`config.mk`:
```
export PLATFORM = sky130hd
export DESIGN_NAME = fifo_ctrl_tpram_flat
export DESIGN_NICKNAME = d
export VERILOG_FILES = /design/src/rtl/fifo_ctrl_tpram_if.sv /design/src/rtl/fifo_ctrl_tpram.sv /design/src/flat_wrapper.sv
export SDC_FILE = /design/constraint.sdc
export NUM_CORES = 1
export LEC_CHECK = 0
export CORE_ASPECT_RATIO = 0.7
export CORE_MARGIN = 5
export CORE_UTILIZATION = 60
export CTS_BUF_LIST = sky130_fd_sc_hd__clkbuf_8
export DETAILED_ROUTE_END_ITERATION = 12
export PLACE_DENSITY_LB_ADDON = 0.05
export SYNTH_ARGS = -nofsm -noshare
export SYNTH_HDL_FRONTEND = slang
export SYNTH_SLANG_ARGS = --single-unit
```
`constraint.sdc`:
```
create_clock -name CLK -period 4.8 [get_ports CLK]
set_input_delay 0.48 -clock CLK [delete_from_list [all_inputs] [get_ports CLK]]
set_output_delay 0.48 -clock CLK [all_outputs]
set_load 0.01 [all_outputs]
```
`src/rtl/fifo_ctrl_tpram_if.sv`:
```
// Bus bundle for fifo_ctrl_tpram: write/read handshake, data, pointers and flags.
// The FIFO_ERR_FLAGS_EN macro adds the sticky overflow/underflow outputs.
interface fifo_ctrl_tpram_if #(
  parameter int ADDR_LENGTH = 5,
  parameter int DATA_WIDTH  = 32
);
  logic                   clear_in;
  logic                   wenable_in;
  logic [DATA_WIDTH-1:0]  wdata_in;
  logic                   renable_in;
  logic [DATA_WIDTH-1:0]  rdata_out;
  logic                   wallow_out;
  logic                   rallow_out;
  logic [ADDR_LENGTH-1:0] waddr_out;
  logic [ADDR_LENGTH-1:0] raddr_out;
  logic                   full_out;
  logic                   almost_full_out;
  logic                   empty_out;
  logic                   almost_empty_out;
  logic                   half_full_out;
  logic                   three_left_out;
  logic                   two_left_out;
`ifdef FIFO_ERR_FLAGS_EN
  logic                   overflow_out;
  logic                   underflow_out;

  modport slave (
    input  clear_in, wenable_in, wdata_in, renable_in,
    output rdata_out, wallow_out, rallow_out, waddr_out, raddr_out,
           full_out, almost_full_out, empty_out, almost_empty_out,
           half_full_out, three_left_out, two_left_out,
           overflow_out, underflow_out
  );
  modport master (
    output clear_in, wenable_in, wdata_in, renable_in,
    input  rdata_out, wallow_out, rallow_out, waddr_out, raddr_out,
           full_out, almost_full_out, empty_out, almost_empty_out,
           half_full_out, three_left_out, two_left_out,
           overflow_out, underflow_out
  );
`else
  modport slave (
    input  clear_in, wenable_in, wdata_in, renable_in,
    output rdata_out, wallow_out, rallow_out, waddr_out, raddr_out,
           full_out, almost_full_out, empty_out, almost_empty_out,
           half_full_out, three_left_out, two_left_out
  );
  modport master (
    output clear_in, wenable_in, wdata_in, renable_in,
    input  rdata_out, wallow_out, rallow_out, waddr_out, raddr_out,
           full_out, almost_full_out, empty_out, almost_empty_out,
           half_full_out, three_left_out, two_left_out
  );
`endif
endinterface

```
`src/rtl/fifo_ctrl_tpram.sv`:
```
// Single-clock first-word-fall-through FIFO: count-based flags over a two-port RAM.
// Define FIFO_ERR_FLAGS_EN to add sticky overflow_out / underflow_out.
module fifo_ctrl_tpram #(
  parameter int ADDR_LENGTH = 5,
  parameter int DATA_WIDTH  = 32
) (
  input logic              CLK,
  input logic              reset_n,
  fifo_ctrl_tpram_if.slave bus
);
  localparam int DEPTH = 1 << ADDR_LENGTH;
  localparam logic [ADDR_LENGTH:0] C_FULL = (ADDR_LENGTH+1)'(DEPTH);
  localparam logic [ADDR_LENGTH:0] C_M1   = (ADDR_LENGTH+1)'(DEPTH - 1);
  localparam logic [ADDR_LENGTH:0] C_M2   = (ADDR_LENGTH+1)'(DEPTH - 2);
  localparam logic [ADDR_LENGTH:0] C_M3   = (ADDR_LENGTH+1)'(DEPTH - 3);
  localparam logic [ADDR_LENGTH:0] C_HALF = (ADDR_LENGTH+1)'(DEPTH / 2);
  localparam logic [ADDR_LENGTH:0] C_ONE  = (ADDR_LENGTH+1)'(1);

  logic [DATA_WIDTH-1:0]  r_mem [DEPTH];
  logic [ADDR_LENGTH-1:0] r_wptr, r_rptr;
  logic [ADDR_LENGTH:0]   r_count;
  logic w_flush, w_full, w_empty, w_wallow, w_rallow;

  assign w_flush  = ~reset_n | bus.clear_in;
  assign w_full   = (r_count == C_FULL);
  assign w_empty  = (r_count == '0);
  assign w_wallow = bus.wenable_in & ~w_full;
  assign w_rallow = bus.renable_in & ~w_empty;

  assign bus.wallow_out       = w_wallow;
  assign bus.rallow_out       = w_rallow;
  assign bus.waddr_out        = r_wptr;
  assign bus.raddr_out        = r_rptr;
  assign bus.full_out         = w_full;
  assign bus.empty_out        = w_empty;
  assign bus.almost_full_out  = (r_count == C_M1);
  assign bus.almost_empty_out = (r_count == C_ONE);
  assign bus.half_full_out    = (r_count >= C_HALF);
  assign bus.three_left_out   = (r_count == C_M3);
  assign bus.two_left_out     = (r_count == C_M2);

  // Async read port: old data is returned when writing the same address this cycle.
  assign bus.rdata_out = r_mem[r_rptr];

  always_ff @(posedge CLK) begin
    if (w_wallow && !w_flush) r_mem[r_wptr] <= bus.wdata_in;
  end

  // Full vs empty is told apart by count, so pointers wrap freely.
  always_ff @(posedge CLK) begin
    if (w_flush) begin
      r_wptr  <= '0;
      r_rptr  <= '0;
      r_count <= '0;
    end else begin
      if (w_wallow) r_wptr <= r_wptr + 1'b1;
      if (w_rallow) r_rptr <= r_rptr + 1'b1;
      case ({w_wallow, w_rallow})
        2'b10:   r_count <= r_count + 1'b1;
        2'b01:   r_count <= r_count - 1'b1;
        default: r_count <= r_count;
      endcase
    end
  end

`ifdef FIFO_ERR_FLAGS_EN
  logic r_overflow, r_underflow;

  always_ff @(posedge CLK) begin
    if (w_flush) begin
      r_overflow  <= 1'b0;
      r_underflow <= 1'b0;
    end else begin
      if (bus.wenable_in & w_full)  r_overflow  <= 1'b1;
      if (bus.renable_in & w_empty) r_underflow <= 1'b1;
    end
  end

  assign bus.overflow_out  = r_overflow;
  assign bus.underflow_out = r_underflow;
`endif
endmodule

```
`src/flat_wrapper.sv`:
```
// flat-port wrapper written by rule: the top's interface ports become plain ports
module fifo_ctrl_tpram_flat 
#(
  parameter int ADDR_LENGTH = 5,
  parameter int DATA_WIDTH  = 32
)
  (CLK, reset_n, bus_clear_in, bus_wenable_in, bus_wdata_in, bus_renable_in, bus_rdata_out, bus_wallow_out, bus_rallow_out, bus_waddr_out, bus_raddr_out, bus_full_out, bus_almost_full_out, bus_empty_out, bus_almost_empty_out, bus_half_full_out, bus_three_left_out, bus_two_left_out);
  fifo_ctrl_tpram_if #(.ADDR_LENGTH(ADDR_LENGTH), .DATA_WIDTH(DATA_WIDTH)) bus_i ();
  input logic CLK;
  input logic reset_n;
  input wire logic [$bits(bus_i.clear_in)-1:0] bus_clear_in;
  input wire logic [$bits(bus_i.wenable_in)-1:0] bus_wenable_in;
  input wire logic [$bits(bus_i.wdata_in)-1:0] bus_wdata_in;
  input wire logic [$bits(bus_i.renable_in)-1:0] bus_renable_in;
  output wire logic [$bits(bus_i.rdata_out)-1:0] bus_rdata_out;
  output wire logic [$bits(bus_i.wallow_out)-1:0] bus_wallow_out;
  output wire logic [$bits(bus_i.rallow_out)-1:0] bus_rallow_out;
  output wire logic [$bits(bus_i.waddr_out)-1:0] bus_waddr_out;
  output wire logic [$bits(bus_i.raddr_out)-1:0] bus_raddr_out;
  output wire logic [$bits(bus_i.full_out)-1:0] bus_full_out;
  output wire logic [$bits(bus_i.almost_full_out)-1:0] bus_almost_full_out;
  output wire logic [$bits(bus_i.empty_out)-1:0] bus_empty_out;
  output wire logic [$bits(bus_i.almost_empty_out)-1:0] bus_almost_empty_out;
  output wire logic [$bits(bus_i.half_full_out)-1:0] bus_half_full_out;
  output wire logic [$bits(bus_i.three_left_out)-1:0] bus_three_left_out;
  output wire logic [$bits(bus_i.two_left_out)-1:0] bus_two_left_out;
  assign bus_i.clear_in = bus_clear_in;
  assign bus_i.wenable_in = bus_wenable_in;
  assign bus_i.wdata_in = bus_wdata_in;
  assign bus_i.renable_in = bus_renable_in;
  assign bus_rdata_out = bus_i.rdata_out;
  assign bus_wallow_out = bus_i.wallow_out;
  assign bus_rallow_out = bus_i.rallow_out;
  assign bus_waddr_out = bus_i.waddr_out;
  assign bus_raddr_out = bus_i.raddr_out;
  assign bus_full_out = bus_i.full_out;
  assign bus_almost_full_out = bus_i.almost_full_out;
  assign bus_empty_out = bus_i.empty_out;
  assign bus_almost_empty_out = bus_i.almost_empty_out;
  assign bus_half_full_out = bus_i.half_full_out;
  assign bus_three_left_out = bus_i.three_left_out;
  assign bus_two_left_out = bus_i.two_left_out;
  fifo_ctrl_tpram #(.ADDR_LENGTH(ADDR_LENGTH), .DATA_WIDTH(DATA_WIDTH)) u_core (.CLK(CLK), .reset_n(reset_n), .bus(bus_i));
endmodule
```
==> impl_results.html, run 1 <==
<table>
<tr><th>Metric</th><th>Value</th></tr>
<tr><th colspan="2">Synthesis</th></tr>
<tr><td>Synthesized netlist net count</td><td>~2400</td></tr>
<tr><td>Synth top area share</td><td>between 70% and 80%</td></tr>
<tr><td>Async S/R FF share, synth</td><td>0%</td></tr>
<tr><td>Number of warnings reported in the yosys synthesis log</td><td>0</td></tr>
<tr><td>Number of enable-type register cells in the synthesized netlist</td><td>~1000</td></tr>
<tr><td>Synth Flop Type</td><td>edfxtp_1</td></tr>
<tr><td>Per-instance average area after synthesis</td><td>about 17 sq um</td></tr>
<tr><td>Flop and latch count out of synthesis</td><td>1045</td></tr>
<tr><td>Ranking of synthesized cells by area</td><td>edfxtp_1, mux2i_1, a22oi_1</td></tr>
<tr><td>Register area share after synthesis</td><td>76.37%</td></tr>
<tr><td>Post-synthesis cell type count</td><td>42</td></tr>
<tr><td>Cell taking the most area after synthesis</td><td>edfxtp_1</td></tr>
<tr><td>Commonest cells post-synth</td><td>edfxtp_1, mux2i_1, nand2_1, nand3_1, a21oi_1</td></tr>
<tr><td>Post-synthesis cell count</td><td>about 2300</td></tr>
<tr><td>Post-synth design cell area</td><td>40820 sq um</td></tr>
<tr><td>Most frequently used cell type in the post-synthesis netlist</td><td>edfxtp_1</td></tr>
<tr><th colspan="2">Setup path</th></tr>
<tr><td>Cell depth of the worst flop-to-flop path</td><td>9</td></tr>
<tr><td>Sort of element at the start of the critical path</td><td>register</td></tr>
<tr><td>CP delay by family, top</td><td>simple AND/OR/NAND/NOR gates</td></tr>
<tr><td>Sort of element at the end of the critical path</td><td>output port</td></tr>
<tr><td>Worst reg2reg endpoint</td><td>u_core.r_mem[2][10]</td></tr>
<tr><td>Required time of the worst setup path</td><td>~4.3 ns</td></tr>
<tr><td>Category of the most critical setup path</td><td>register to output port</td></tr>
<tr><td>Cell-by-cell trace of the critical path</td><td>nor2b_4 &gt; buf_4 &gt; a22o_1 &gt; nor3_1 &gt; a31oi_1 &gt; nand3_1 &gt; clkdlybuf4s50_1</td></tr>
<tr><td>Largest driver fanout on the critical path</td><td>24</td></tr>
<tr><td>Slowest stage delay, CP</td><td>between 0.8 and 0.9 ns</td></tr>
<tr><td>R2r setup slk</td><td>roughly 1.4 ns</td></tr>
<tr><td>Source of the worst register-to-register timing path</td><td>u_core.r_count[0]</td></tr>
<tr><td>CP bufs+invs</td><td>2</td></tr>
<tr><td>Critical path arrival</td><td>3.77 ns</td></tr>
<tr><td>Max stage delay cell, worst path</td><td>nor2b_4</td></tr>
<tr><th colspan="2">STA</th></tr>
<tr><td>Worst hold margin</td><td>~0.58 ns</td></tr>
<tr><td>Final setup slack of the worst path</td><td>between 0.5 and 0.6 ns</td></tr>
<tr><td>Final Critical Period</td><td>between 4 and 5 ns</td></tr>
<tr><td>Slew HR</td><td>~12%</td></tr>
<tr><td>Peak clock frequency supported by timing</td><td>about 0.24 GHz</td></tr>
<tr><td>Number of endpoints with negative hold slack in the final report</td><td>0</td></tr>
<tr><td>Transition at the pin with the smallest max-transition slack</td><td>roughly 1.3 ns</td></tr>
<tr><td>Final sum of negative setup slack</td><td>0 ns</td></tr>
<tr><td>Final setup violation count</td><td>0</td></tr>
<tr><td>Maximum clock skew at final layout</td><td>roughly 0.041 ns</td></tr>
<tr><td>Fin. max-slew vios</td><td>0</td></tr>
<tr><td>Setup repair after global routing missed its margin</td><td>false</td></tr>
<tr><td>Part of the cycle the worst path needs</td><td>between 80% and 90%</td></tr>
<tr><th colspan="2">Global route</th></tr>
<tr><td>Wire length of the first global-routing pass</td><td>~150000 microns</td></tr>
<tr><td>GRT Residual Overflow</td><td>0</td></tr>
<tr><td>Initial antenna violation count</td><td>1</td></tr>
<tr><td>All-layer global routing usage</td><td>about 28%</td></tr>
<tr><td>Largest net degree at the start of global routing</td><td>between 100 and 150</td></tr>
<tr><td>Vias in the first global route</td><td>21700</td></tr>
<tr><th colspan="2">Placed design</th></tr>
<tr><td>DP Area</td><td>43490 sq um</td></tr>
<tr><td>Setup slack at placement</td><td>~1.4 ns</td></tr>
<tr><td>Routability congestion estimate</td><td>approximately 0.79</td></tr>
<tr><td>Estimated wirelength of the detail-placed design</td><td>between 50000 and 60000 microns</td></tr>
<tr><td>Count of input and output buffers</td><td>87</td></tr>
<tr><th colspan="2">Die</th></tr>
<tr><td>Die span in y</td><td>~230 microns</td></tr>
<tr><td>Core box area</td><td>67770 sq um</td></tr>
<tr><td>Die outline width</td><td>roughly 320 microns</td></tr>
<tr><td>Effective utilization at floorplan</td><td>around three fifths</td></tr>
<tr><td>Number of primary I/O pins</td><td>88</td></tr>
<tr><td>Die footprint</td><td>73430 sq um</td></tr>
<tr><td>Row cnt</td><td>80</td></tr>
<tr><th colspan="2">Min path</th></tr>
<tr><td>Worst min-delay path class</td><td>register to register</td></tr>
<tr><td>Launch instance of the worst min-delay path</td><td>u_core.bus.raddr_out[1]</td></tr>
<tr><td>Number of instances on the worst hold path</td><td>2</td></tr>
<tr><th colspan="2">Routing</th></tr>
<tr><td>Post-route DRC violation count</td><td>0</td></tr>
<tr><td>1st-iter DRT viols</td><td>around 2400</td></tr>
<tr><td>Wire length per cell</td><td>between 20 and 30 microns</td></tr>
<tr><td>Pre-Repair DR Iteration Count</td><td>5</td></tr>
<tr><td>Wire length reported by the detailed router</td><td>roughly 100000 microns</td></tr>
<tr><td>Post-detailed-route via-to-cell ratio</td><td>just over 6</td></tr>
<tr><td>Via total after detailed routing</td><td>about 22000</td></tr>
<tr><td>Antenna Nets Post-Route</td><td>0</td></tr>
<tr><th colspan="2">CTS</th></tr>
<tr><td>Resized cells post-CTS</td><td>0</td></tr>
<tr><td>H-tree level count</td><td>4</td></tr>
<tr><td>Max Buffers Root-to-Sink</td><td>3</td></tr>
<tr><td>CTS tree</td><td>yes</td></tr>
<tr><td>Post-CTS Repair Setup Buffers</td><td>0</td></tr>
<tr><td>Clock root buffer</td><td>clkbuf_8</td></tr>
<tr><td>Clock Latency Late Sink</td><td>~0.81 ns</td></tr>
<tr><td>Number of hold-repair buffers added at the cts stage</td><td>0</td></tr>
<tr><td>Number of buffers inserted during clock tree synthesis</td><td>roughly 150</td></tr>
<tr><td>Clock-pin slew on the worst setup and hold paths</td><td>0.06 ns</td></tr>
<tr><td>Number of sinks handled by clock tree synthesis</td><td>about 1000</td></tr>
<tr><th colspan="2">Cells and area</th></tr>
<tr><td>Final design instance area without fill</td><td>~46000 sq um</td></tr>
<tr><td>Share of final-layout standard cells stronger than drive strength 1</td><td>between 10% and 20%</td></tr>
<tr><td>Fillers</td><td>4464</td></tr>
<tr><td>Number of diodes added for antenna fixing</td><td>0</td></tr>
<tr><td>Syn-to-layout area delta</td><td>13.13%</td></tr>
<tr><td>Core utilization of the finished layout</td><td>approximately 68%</td></tr>
<tr><td>Final Net Count</td><td>2586</td></tr>
<tr><th colspan="2">Job</th></tr>
<tr><td>MaxCap Viol Count</td><td>0</td></tr>
<tr><th colspan="2">Pwr</th></tr>
<tr><td>Peak supply drop</td><td>about 0.31 mV</td></tr>
<tr><td>Power per Cell Area</td><td>~370 nW/um^2</td></tr>
<tr><td>Leakage</td><td>~14 nW</td></tr>
<tr><th colspan="2">Status</th></tr>
<tr><td>Status</td><td>finished clean</td></tr>
</table>
[metal layers]
metal | global-route usage [%] | up-vias | routed length (microns)
li1 | - | 9644 | -
met1 | 41.85 | 11300 | 44300
met2 | 41.22 | 987 | 46260
met3 | 6.397 | 151 | 9350
met4 | 7.833 | 2 | 2047
met5 | 0 | - | 15
[worst register-to-register path, stage by stage, from the launching register on]
cell	delay (ns)
dfxtp_1	0.44
inv_1	0.11
ha_1	0.25
nor4b_1	0.16
a21boi_0	0.18
buf_4	0.21
nand3_1	0.48
buf_4	0.38
nor2_4	0.41
buf_4	0.42
[registers in the layout (all words and copies together) (netlist names), named ones only]
name,cells
u_core.r_count,6
u_core.bus.raddr_out,5
u_core.bus.waddr_out,5
u_core.r_mem,1024
[cell families (layout without fill, tap and decap cells)]
group                    Yosys count  after routing  share of synthesized area, %
flip-flops                      1045           1045                         76.37
multiplexers                     514            514                         12.60
AND/OR/NAND/NOR                  320            320                         3.639
AO/OA/AOI/OAI                    297            297                         4.954
buffers and inverters            141            446                         1.852
XOR/XNOR                          13             13                        0.2790
adder cells (fa/ha/maj)           10             10                        0.3065
[how the worst max path moves through the flow]
stage                               end  slack, ns  cells after the start
CTS                   bus_rdata_out[26]       0.51                      7
detailed placement    bus_rdata_out[26]       1.42                      7
global route          bus_rdata_out[26]       0.43                      7
finish                bus_rdata_out[26]       0.55                      7
global placement    u_core.r_mem[6][13]       1.45                      6
floorplan           u_core.r_mem[29][0]       1.39                      7
[layout by cell type (no fill, tap or decap), types with 33 or more instances in the layout]
master,instances
buf_12,34
clkbuf_8,158
buf_4,60
a21oi_1,99
inv_1,53
clkdlybuf4s50_1,87
nand3_1,101
a22o_1,64
nand2_1,100
mux2i_1,514
edfxtp_1,1024
nor2_4,33
a22oi_1,96
[power by group]
part           switching, mW  internal, mW  total (mW)
Clock                   3.27          3.19        6.46
Sequential           0.00791          10.0        10.0
Combinational          0.269         0.127       0.396
[layout make-up]
cell class              count  area [sq um]  share of cell area, %
well taps                 902          1129                  2.444
clock buffers             158          2175                  4.709
repair buffers            181          2002                  4.335
clock inverters           102         514.2                  1.114
multi-input cells        1154          9164                  19.85
inverters                   5         18.77                0.04064
flip-flops and latches   1045         31170                  67.51
[stage by stage]
step           cells  power, mW
3_5_place_dp    3287      10.63
5_1_grt         3547      17.48
2_1_floorplan   2340      10.37
4_1_cts         3547      17.02
6_report        3547      16.90
3_3_place_gp    3287      10.62
Power figures use the tool's default switching activity.
==> run 2: changes to the inputs <==
CORE_UTILIZATION = 64   (was 60)
==> impl_results.html, run 2 (synthesis gave the netlist of run 1 again) <==
<table>
<tr><th>Metric</th><th>Value</th></tr>
<tr><th colspan="2">Routing</th></tr>
<tr><td>Wire length per cell</td><td>~30 microns</td></tr>
<tr><td>Via total after detailed routing</td><td>around 23000</td></tr>
<tr><td>Antenna Nets Post-Route</td><td>0</td></tr>
<tr><td>1st-iter DRT viols</td><td>around 3400</td></tr>
<tr><td>Post-route DRC violation count</td><td>0</td></tr>
<tr><td>Wire length reported by the detailed router</td><td>between 100000 and 150000 microns</td></tr>
<tr><td>Post-detailed-route via-to-cell ratio</td><td>6.552</td></tr>
<tr><td>Pre-Repair DR Iteration Count</td><td>6</td></tr>
<tr><th colspan="2">Setup path</th></tr>
<tr><td>Sort of element at the end of the critical path</td><td>output port</td></tr>
<tr><td>Source of the worst register-to-register timing path</td><td>u_core.r_count[0]</td></tr>
<tr><td>Max stage delay cell, worst path</td><td>dfxtp_4</td></tr>
<tr><td>Slowest stage delay, CP</td><td>~0.9 ns</td></tr>
<tr><td>CP bufs+invs</td><td>2</td></tr>
<tr><td>R2r setup slk</td><td>0.54 ns</td></tr>
<tr><td>Critical path arrival</td><td>between 3 and 4 ns</td></tr>
<tr><td>Cell-by-cell trace of the critical path</td><td>buf_4 &gt; mux2i_1 &gt; a22o_1 &gt; nor3_1 &gt; a31oi_1 &gt; nand3_1 &gt; clkdlybuf4s50_1</td></tr>
<tr><td>CP delay by family, top</td><td>buffers and inverters</td></tr>
<tr><td>Worst reg2reg endpoint</td><td>u_core.r_mem[27][27]</td></tr>
<tr><td>Cell depth of the worst flop-to-flop path</td><td>7</td></tr>
<tr><td>Sort of element at the start of the critical path</td><td>register</td></tr>
<tr><td>Largest driver fanout on the critical path</td><td>38</td></tr>
<tr><td>Category of the most critical setup path</td><td>register to output port</td></tr>
<tr><td>Required time of the worst setup path</td><td>approximately 4.3 ns</td></tr>
<tr><th colspan="2">Job</th></tr>
<tr><td>MaxCap Viol Count</td><td>0</td></tr>
<tr><th colspan="2">CTS</th></tr>
<tr><td>Max Buffers Root-to-Sink</td><td>3</td></tr>
<tr><td>H-tree level count</td><td>4</td></tr>
<tr><td>Post-CTS Repair Setup Buffers</td><td>0</td></tr>
<tr><td>Number of sinks handled by clock tree synthesis</td><td>about 1000</td></tr>
<tr><td>Number of buffers inserted during clock tree synthesis</td><td>about 150</td></tr>
<tr><td>Resized cells post-CTS</td><td>0</td></tr>
<tr><td>Clock-pin slew on the worst setup and hold paths</td><td>~0.07 ns</td></tr>
<tr><td>Number of hold-repair buffers added at the cts stage</td><td>0</td></tr>
<tr><td>CTS tree</td><td>yes</td></tr>
<tr><td>Clock root buffer</td><td>clkbuf_8</td></tr>
<tr><td>Clock Latency Late Sink</td><td>0.79 ns</td></tr>
<tr><th colspan="2">Cells and area</th></tr>
<tr><td>Final design instance area without fill</td><td>between 40000 and 50000 sq um</td></tr>
<tr><td>Leading cell types in the layout, fill and taps excluded</td><td>edfxtp_1, mux2i_1, clkbuf_8</td></tr>
<tr><td>Syn-to-layout area delta</td><td>12.11%</td></tr>
<tr><td>Number of flip-flops in the largest register</td><td>1024</td></tr>
<tr><td>Most flop-heavy register</td><td>u_core.r_mem</td></tr>
<tr><td>Registers with the most flip-flops</td><td>u_core.r_mem x1024, u_core.r_count x6</td></tr>
<tr><td>Share of final-layout standard cells stronger than drive strength 1</td><td>about 11%</td></tr>
<tr><td>Fillers</td><td>between 3000 and 4000</td></tr>
<tr><td>Final Net Count</td><td>roughly 2600</td></tr>
<tr><td>Number of diodes added for antenna fixing</td><td>0</td></tr>
<tr><td>Final non-filler cell total</td><td>about 3500</td></tr>
<tr><td>Most common cell after layout, fill and taps aside</td><td>edfxtp_1</td></tr>
<tr><th colspan="2">Min path</th></tr>
<tr><td>End point of the most critical hold path</td><td>u_core.r_count[5]</td></tr>
<tr><td>Launch instance of the worst min-delay path</td><td>u_core.r_count[5]</td></tr>
<tr><td>Worst min-delay path class</td><td>register to register</td></tr>
<tr><td>Number of instances on the worst hold path</td><td>2</td></tr>
<tr><th colspan="2">Pwr</th></tr>
<tr><td>Leakage</td><td>approximately 14 nW</td></tr>
<tr><td>Power per Cell Area</td><td>362.9 nW/um^2</td></tr>
<tr><td>Overall power of the completed layout</td><td>roughly 17 mW</td></tr>
<tr><td>Peak supply drop</td><td>around 0.26 mV</td></tr>
<tr><th colspan="2">Global route</th></tr>
<tr><td>Initial antenna violation count</td><td>1</td></tr>
<tr><td>GRT Residual Overflow</td><td>0</td></tr>
<tr><td>Largest net degree at the start of global routing</td><td>71</td></tr>
<tr><td>Vias in the first global route</td><td>between 20000 and 25000</td></tr>
<tr><td>All-layer global routing usage</td><td>29.42%</td></tr>
<tr><td>Wire length of the first global-routing pass</td><td>between 100000 and 150000 microns</td></tr>
<tr><th colspan="2">STA</th></tr>
<tr><td>Slew HR</td><td>between 10% and 20%</td></tr>
<tr><td>Final sum of negative setup slack</td><td>0 ns</td></tr>
<tr><td>Part of the cycle the worst path needs</td><td>slightly above 90%</td></tr>
<tr><td>Peak clock frequency supported by timing</td><td>around 0.23 GHz</td></tr>
<tr><td>Fin. max-slew vios</td><td>0</td></tr>
<tr><td>Maximum clock skew at final layout</td><td>0.03228 ns</td></tr>
<tr><td>Transition at the pin with the smallest max-transition slack</td><td>1.345 ns</td></tr>
<tr><td>Setup repair after global routing missed its margin</td><td>false</td></tr>
<tr><td>Final setup violation count</td><td>0</td></tr>
<tr><td>Final Critical Period</td><td>roughly 4.4 ns</td></tr>
<tr><td>Worst hold margin</td><td>roughly 0.6 ns</td></tr>
<tr><td>Number of endpoints with negative hold slack in the final report</td><td>0</td></tr>
<tr><th colspan="2">Placed design</th></tr>
<tr><td>DP Area</td><td>43220 sq um</td></tr>
<tr><td>Routability congestion estimate</td><td>~0.81</td></tr>
<tr><td>Estimated wirelength of the detail-placed design</td><td>slightly below 60000 microns</td></tr>
<tr><td>Placed Cells</td><td>between 3000 and 4000</td></tr>
<tr><td>Count of input and output buffers</td><td>87</td></tr>
<tr><th colspan="2">Status</th></tr>
<tr><td>Status</td><td>finished clean</td></tr>
<tr><th colspan="2">Die</th></tr>
<tr><td>Die outline width</td><td>between 300 and 400 microns</td></tr>
<tr><td>Effective utilization at floorplan</td><td>between 60% and 70%</td></tr>
<tr><td>Row cnt</td><td>77</td></tr>
<tr><td>Die span in y</td><td>between 200 and 250 microns</td></tr>
<tr><td>Number of primary I/O pins</td><td>88</td></tr>
<tr><td>Die footprint</td><td>69010 sq um</td></tr>
<tr><td>Core box area</td><td>around 63000 sq um</td></tr>
</table>
## run 2: cell count changes in the layout (fill, tap and decap cells not counted), sizes merged
cell	before	now
buf	94	89
bufinv	3	1
clkbuf	158	152
clkinv	42	45
clkinvlp	7	4
inv	55	59
## run 2: cell type report
class,instances,area [sq um],area share (%)
Multi-Input combinational cell,1154,9164,20.03
Timing Repair Buffer,176,1827,3.992
Clock inverter,104,446.7,0.9762
Sequential cell,1045,31170,68.13
Inverter,5,18.77,0.04101
Tap cell,829,1037,2.267
Clock buffer,152,2092,4.572
## run 2: where the power goes
part / switching [mW] / leakage [nW] / internal [mW]
Clock: 3.17 / 1.48 / 2.97
Sequential: 0.00849 / 9.38 / 10.0
Combinational: 0.292 / 2.99 / 0.130
Total: 3.47 / 13.9 / 13.1
## run 2: metal layers
layer | share of wire [%] | vias up | global-route usage, %
met5 | 0.053 | - | 0
met4 | 1.6 | 2 | 7.291
met2 | 44 | 1467 | 41.78
met1 | 43 | 11460 | 46.34
met3 | 12 | 129 | 7.735
li1 | - | 9649 | -
## run 2: worst max path at each step
stage	start	end	slack, ns	cells past startpoint
after CTS	register	bus_rdata_out[20]	0.44	7
after global placement	bus_wenable_in	u_core.r_mem[25][31]	0.61	5
after floorplan	u_core.r_count[0]	u_core.r_mem[29][0]	1.39	7
after detailed placement	u_core.r_count[0]	u_core.r_mem[25][31]	0.56	7
final	register	bus_rdata_out[30]	0.43	7
after global routing	u_core.r_count[0]	u_core.r_mem[27][27]	0.23	7
## run 2: worst register-to-register path, delay by kind of cell, from the launching register on
kind	cells	cell delay, ns
AOI/OAI and AO/OA	1	0.65
adders and majority gates	1	0.25
buffers and inverters	2	0.48
DFF	1	0.45
and+or+nand+nor	3	2.13
## run 2: stage by stage
step | util, % | worst slack [ns]
global placement | 68.39 | 0.6128
finish | 72.40 | 0.4325
floorplan | - | 1.394
CTS | 72.40 | 0.4367
detailed placement | 68.39 | 0.5587
global route | 72.40 | 0.2331
==> run 3: changes to the inputs <==
clock period = 4.7 ns   (was 4.8 ns; I/O delays follow)
==> impl_results.html, run 3 (synthesis gave the netlist of run 1 again) <==
<table>
<tr><th>Metric</th><th>Value</th></tr>
<tr><th colspan="2">CTS</th></tr>
<tr><td>Resized cells post-CTS</td><td>0</td></tr>
<tr><td>Clock-pin slew on the worst setup and hold paths</td><td>about 0.060 ns</td></tr>
<tr><td>Number of sinks handled by clock tree synthesis</td><td>about 1000</td></tr>
<tr><td>H-tree level count</td><td>4</td></tr>
<tr><td>Number of hold-repair buffers added at the cts stage</td><td>0</td></tr>
<tr><td>Number of buffers inserted during clock tree synthesis</td><td>between 100 and 150</td></tr>
<tr><td>Max Buffers Root-to-Sink</td><td>3</td></tr>
<tr><td>CTS tree</td><td>yes</td></tr>
<tr><td>Post-CTS Repair Setup Buffers</td><td>0</td></tr>
<tr><td>Clock root buffer</td><td>clkbuf_8</td></tr>
<tr><td>Clock Latency Late Sink</td><td>slightly below 0.8 ns</td></tr>
<tr><th colspan="2">Cells and area</th></tr>
<tr><td>Syn-to-layout area delta</td><td>12.61%</td></tr>
<tr><td>Most flop-heavy register</td><td>u_core.r_mem</td></tr>
<tr><td>Fillers</td><td>3814</td></tr>
<tr><td>Leading cell types in the layout, fill and taps excluded</td><td>edfxtp_1, mux2i_1, clkbuf_8</td></tr>
<tr><td>Registers with the most flip-flops</td><td>u_core.r_mem x1024, u_core.r_count x6</td></tr>
<tr><td>Number of flip-flops in the largest register</td><td>1024</td></tr>
<tr><td>Final Net Count</td><td>about 2600</td></tr>
<tr><td>Share of final-layout standard cells stronger than drive strength 1</td><td>between 10 and 15%</td></tr>
<tr><td>Most common cell after layout, fill and taps aside</td><td>edfxtp_1</td></tr>
<tr><th colspan="2">Placed design</th></tr>
<tr><td>Estimated wirelength of the detail-placed design</td><td>around 56000 microns</td></tr>
<tr><td>Count of input and output buffers</td><td>87</td></tr>
<tr><td>Routability congestion estimate</td><td>about 0.80</td></tr>
<tr><th colspan="2">Die</th></tr>
<tr><td>Effective utilization at floorplan</td><td>64.58%</td></tr>
<tr><td>Die span in y</td><td>between 200 and 250 microns</td></tr>
<tr><td>Number of primary I/O pins</td><td>roughly 90</td></tr>
<tr><td>Row cnt</td><td>77</td></tr>
<tr><td>Die footprint</td><td>a little under 70000 sq um</td></tr>
<tr><td>Core box area</td><td>about 63000 sq um</td></tr>
<tr><td>Die outline width</td><td>between 300 and 400 microns</td></tr>
<tr><th colspan="2">Setup path</th></tr>
<tr><td>CP delay by family, top</td><td>simple AND/OR/NAND/NOR gates</td></tr>
<tr><td>Sort of element at the end of the critical path</td><td>output port</td></tr>
<tr><td>Max stage delay cell, worst path</td><td>nor2b_4</td></tr>
<tr><td>Largest driver fanout on the critical path</td><td>20</td></tr>
<tr><td>Slowest stage delay, CP</td><td>0.89 ns</td></tr>
<tr><td>Required time of the worst setup path</td><td>between 4 and 5 ns</td></tr>
<tr><td>CP bufs+invs</td><td>2</td></tr>
<tr><td>Category of the most critical setup path</td><td>register to output port</td></tr>
<tr><td>Sort of element at the start of the critical path</td><td>register</td></tr>
<tr><td>Critical path arrival</td><td>3.63 ns</td></tr>
<tr><td>Cell-by-cell trace of the critical path</td><td>nor2b_4 &gt; buf_4 &gt; a22o_1 &gt; nor3_1 &gt; a31oi_1 &gt; nand3_1 &gt; clkdlybuf4s50_1</td></tr>
<tr><th colspan="2">Min path</th></tr>
<tr><td>Worst min-delay path class</td><td>register to register</td></tr>
<tr><th colspan="2">Pwr</th></tr>
<tr><td>Peak supply drop</td><td>about 0.26 mV</td></tr>
<tr><td>Leakage</td><td>approximately 14 nW</td></tr>
<tr><td>Power per Cell Area</td><td>about 370 nW/um^2</td></tr>
<tr><th colspan="2">STA</th></tr>
<tr><td>Setup repair after global routing missed its margin</td><td>false</td></tr>
<tr><td>Peak clock frequency supported by timing</td><td>approximately 0.24 GHz</td></tr>
<tr><td>Transition at the pin with the smallest max-transition slack</td><td>roughly 1.2 ns</td></tr>
<tr><td>Worst hold margin</td><td>0.5823 ns</td></tr>
<tr><td>Fin. max-slew vios</td><td>0</td></tr>
<tr><td>Final setup violation count</td><td>0</td></tr>
<tr><td>Number of endpoints with negative hold slack in the final report</td><td>0</td></tr>
<tr><td>Slew HR</td><td>around a fifth</td></tr>
<tr><td>Maximum clock skew at final layout</td><td>between 0.03 and 0.04 ns</td></tr>
<tr><td>Part of the cycle the worst path needs</td><td>a little under 90%</td></tr>
<tr><td>Final Critical Period</td><td>around 4.1 ns</td></tr>
<tr><td>Final sum of negative setup slack</td><td>0 ns</td></tr>
<tr><th colspan="2">Global route</th></tr>
<tr><td>Vias in the first global route</td><td>about 22000</td></tr>
<tr><td>Initial antenna violation count</td><td>3</td></tr>
<tr><td>Largest net degree at the start of global routing</td><td>77</td></tr>
<tr><td>All-layer global routing usage</td><td>about 30%</td></tr>
<tr><td>GRT Residual Overflow</td><td>0</td></tr>
<tr><td>Wire length of the first global-routing pass</td><td>148900 microns</td></tr>
<tr><th colspan="2">Routing</th></tr>
<tr><td>Wire length reported by the detailed router</td><td>around 100000 microns</td></tr>
<tr><td>Pre-Repair DR Iteration Count</td><td>5</td></tr>
<tr><td>1st-iter DRT viols</td><td>between 2000 and 3000</td></tr>
<tr><td>Post-route DRC violation count</td><td>0</td></tr>
<tr><td>Antenna Nets Post-Route</td><td>0</td></tr>
<tr><td>Wire length per cell</td><td>between 20 and 30 microns</td></tr>
<tr><td>Via total after detailed routing</td><td>approximately 23000</td></tr>
<tr><td>Post-detailed-route via-to-cell ratio</td><td>6.518</td></tr>
<tr><th colspan="2">Status</th></tr>
<tr><td>Status</td><td>finished clean</td></tr>
<tr><th colspan="2">Job</th></tr>
<tr><td>MaxCap Viol Count</td><td>0</td></tr>
</table>
==> run 3: cell types whose count changed in the layout (fill, tap and decap cells not counted), sizes merged <==
cell	delta
clkinvlp	-1
bufinv	-1
inv	+1
clkinv	-12
diode	+1
buf	+4
==> run 3: final cells by class <==
cell class,count,area [sq um],area share (%)
Sequential cell,1045,31170,67.82
Multi-Input combinational cell,1154,9164,19.94
Timing Repair Buffer,180,2107,4.584
Clock buffer,152,2092,4.551
Tap cell,829,1037,2.257
Clock inverter,91,369.1,0.8030
Inverter,5,18.77,0.04083
Antenna cell,1,2.502,0.005444
==> run 3: worst min-delay path: cells and delay by family (launching register included) <==
family / cells / cell delay [ns]
flip-flops: 1 / 0.35
AND/OR/NAND/NOR: 1 / 0.11
XOR/XNOR: 1 / 0.08
==> run 3: worst paths after layout <==
check,slack (ns),startpoint,end,depth (start not counted)
worst min-delay path,0.58,u_core.bus.raddr_out[4],register,2
worst max register to register,1.60,u_core.r_count[0],u_core.r_mem[24][16],9
worst max-delay path,0.60,register,bus_rdata_out[28],7
worst min register to register,0.58,u_core.bus.raddr_out[4],register,2
==> run 3: per-layer routing <==
layer	global-route usage (%)	routed length, microns
met1	44.04	42240
met2	43.53	45860
met3	7.847	11760
met4	9.861	2885
met5	0	26
==> run 3: where the power goes <==
group	internal [mW]	total, mW	switching, mW
combinational	0.133	0.403	0.270
clock	2.97	6.18	3.22
sequential	10.2	10.3	0.00824
total	13.3	16.8	3.50
==> run 3: metrics by stage <==
stage               utilization, %  instances  power (mW)  setup slack, ns  cell area (sq um)
global route                 72.73       3457       17.43           0.3596              45960
detailed placement           68.83       3213       10.85            1.488              43500
global placement             68.83       3213       10.83            1.510              43500
floorplan                        -       2340       10.59            1.294              40820
finish                       72.73       3457       16.84           0.6014              45960
CTS                          72.72       3456       16.92           0.6176              45960
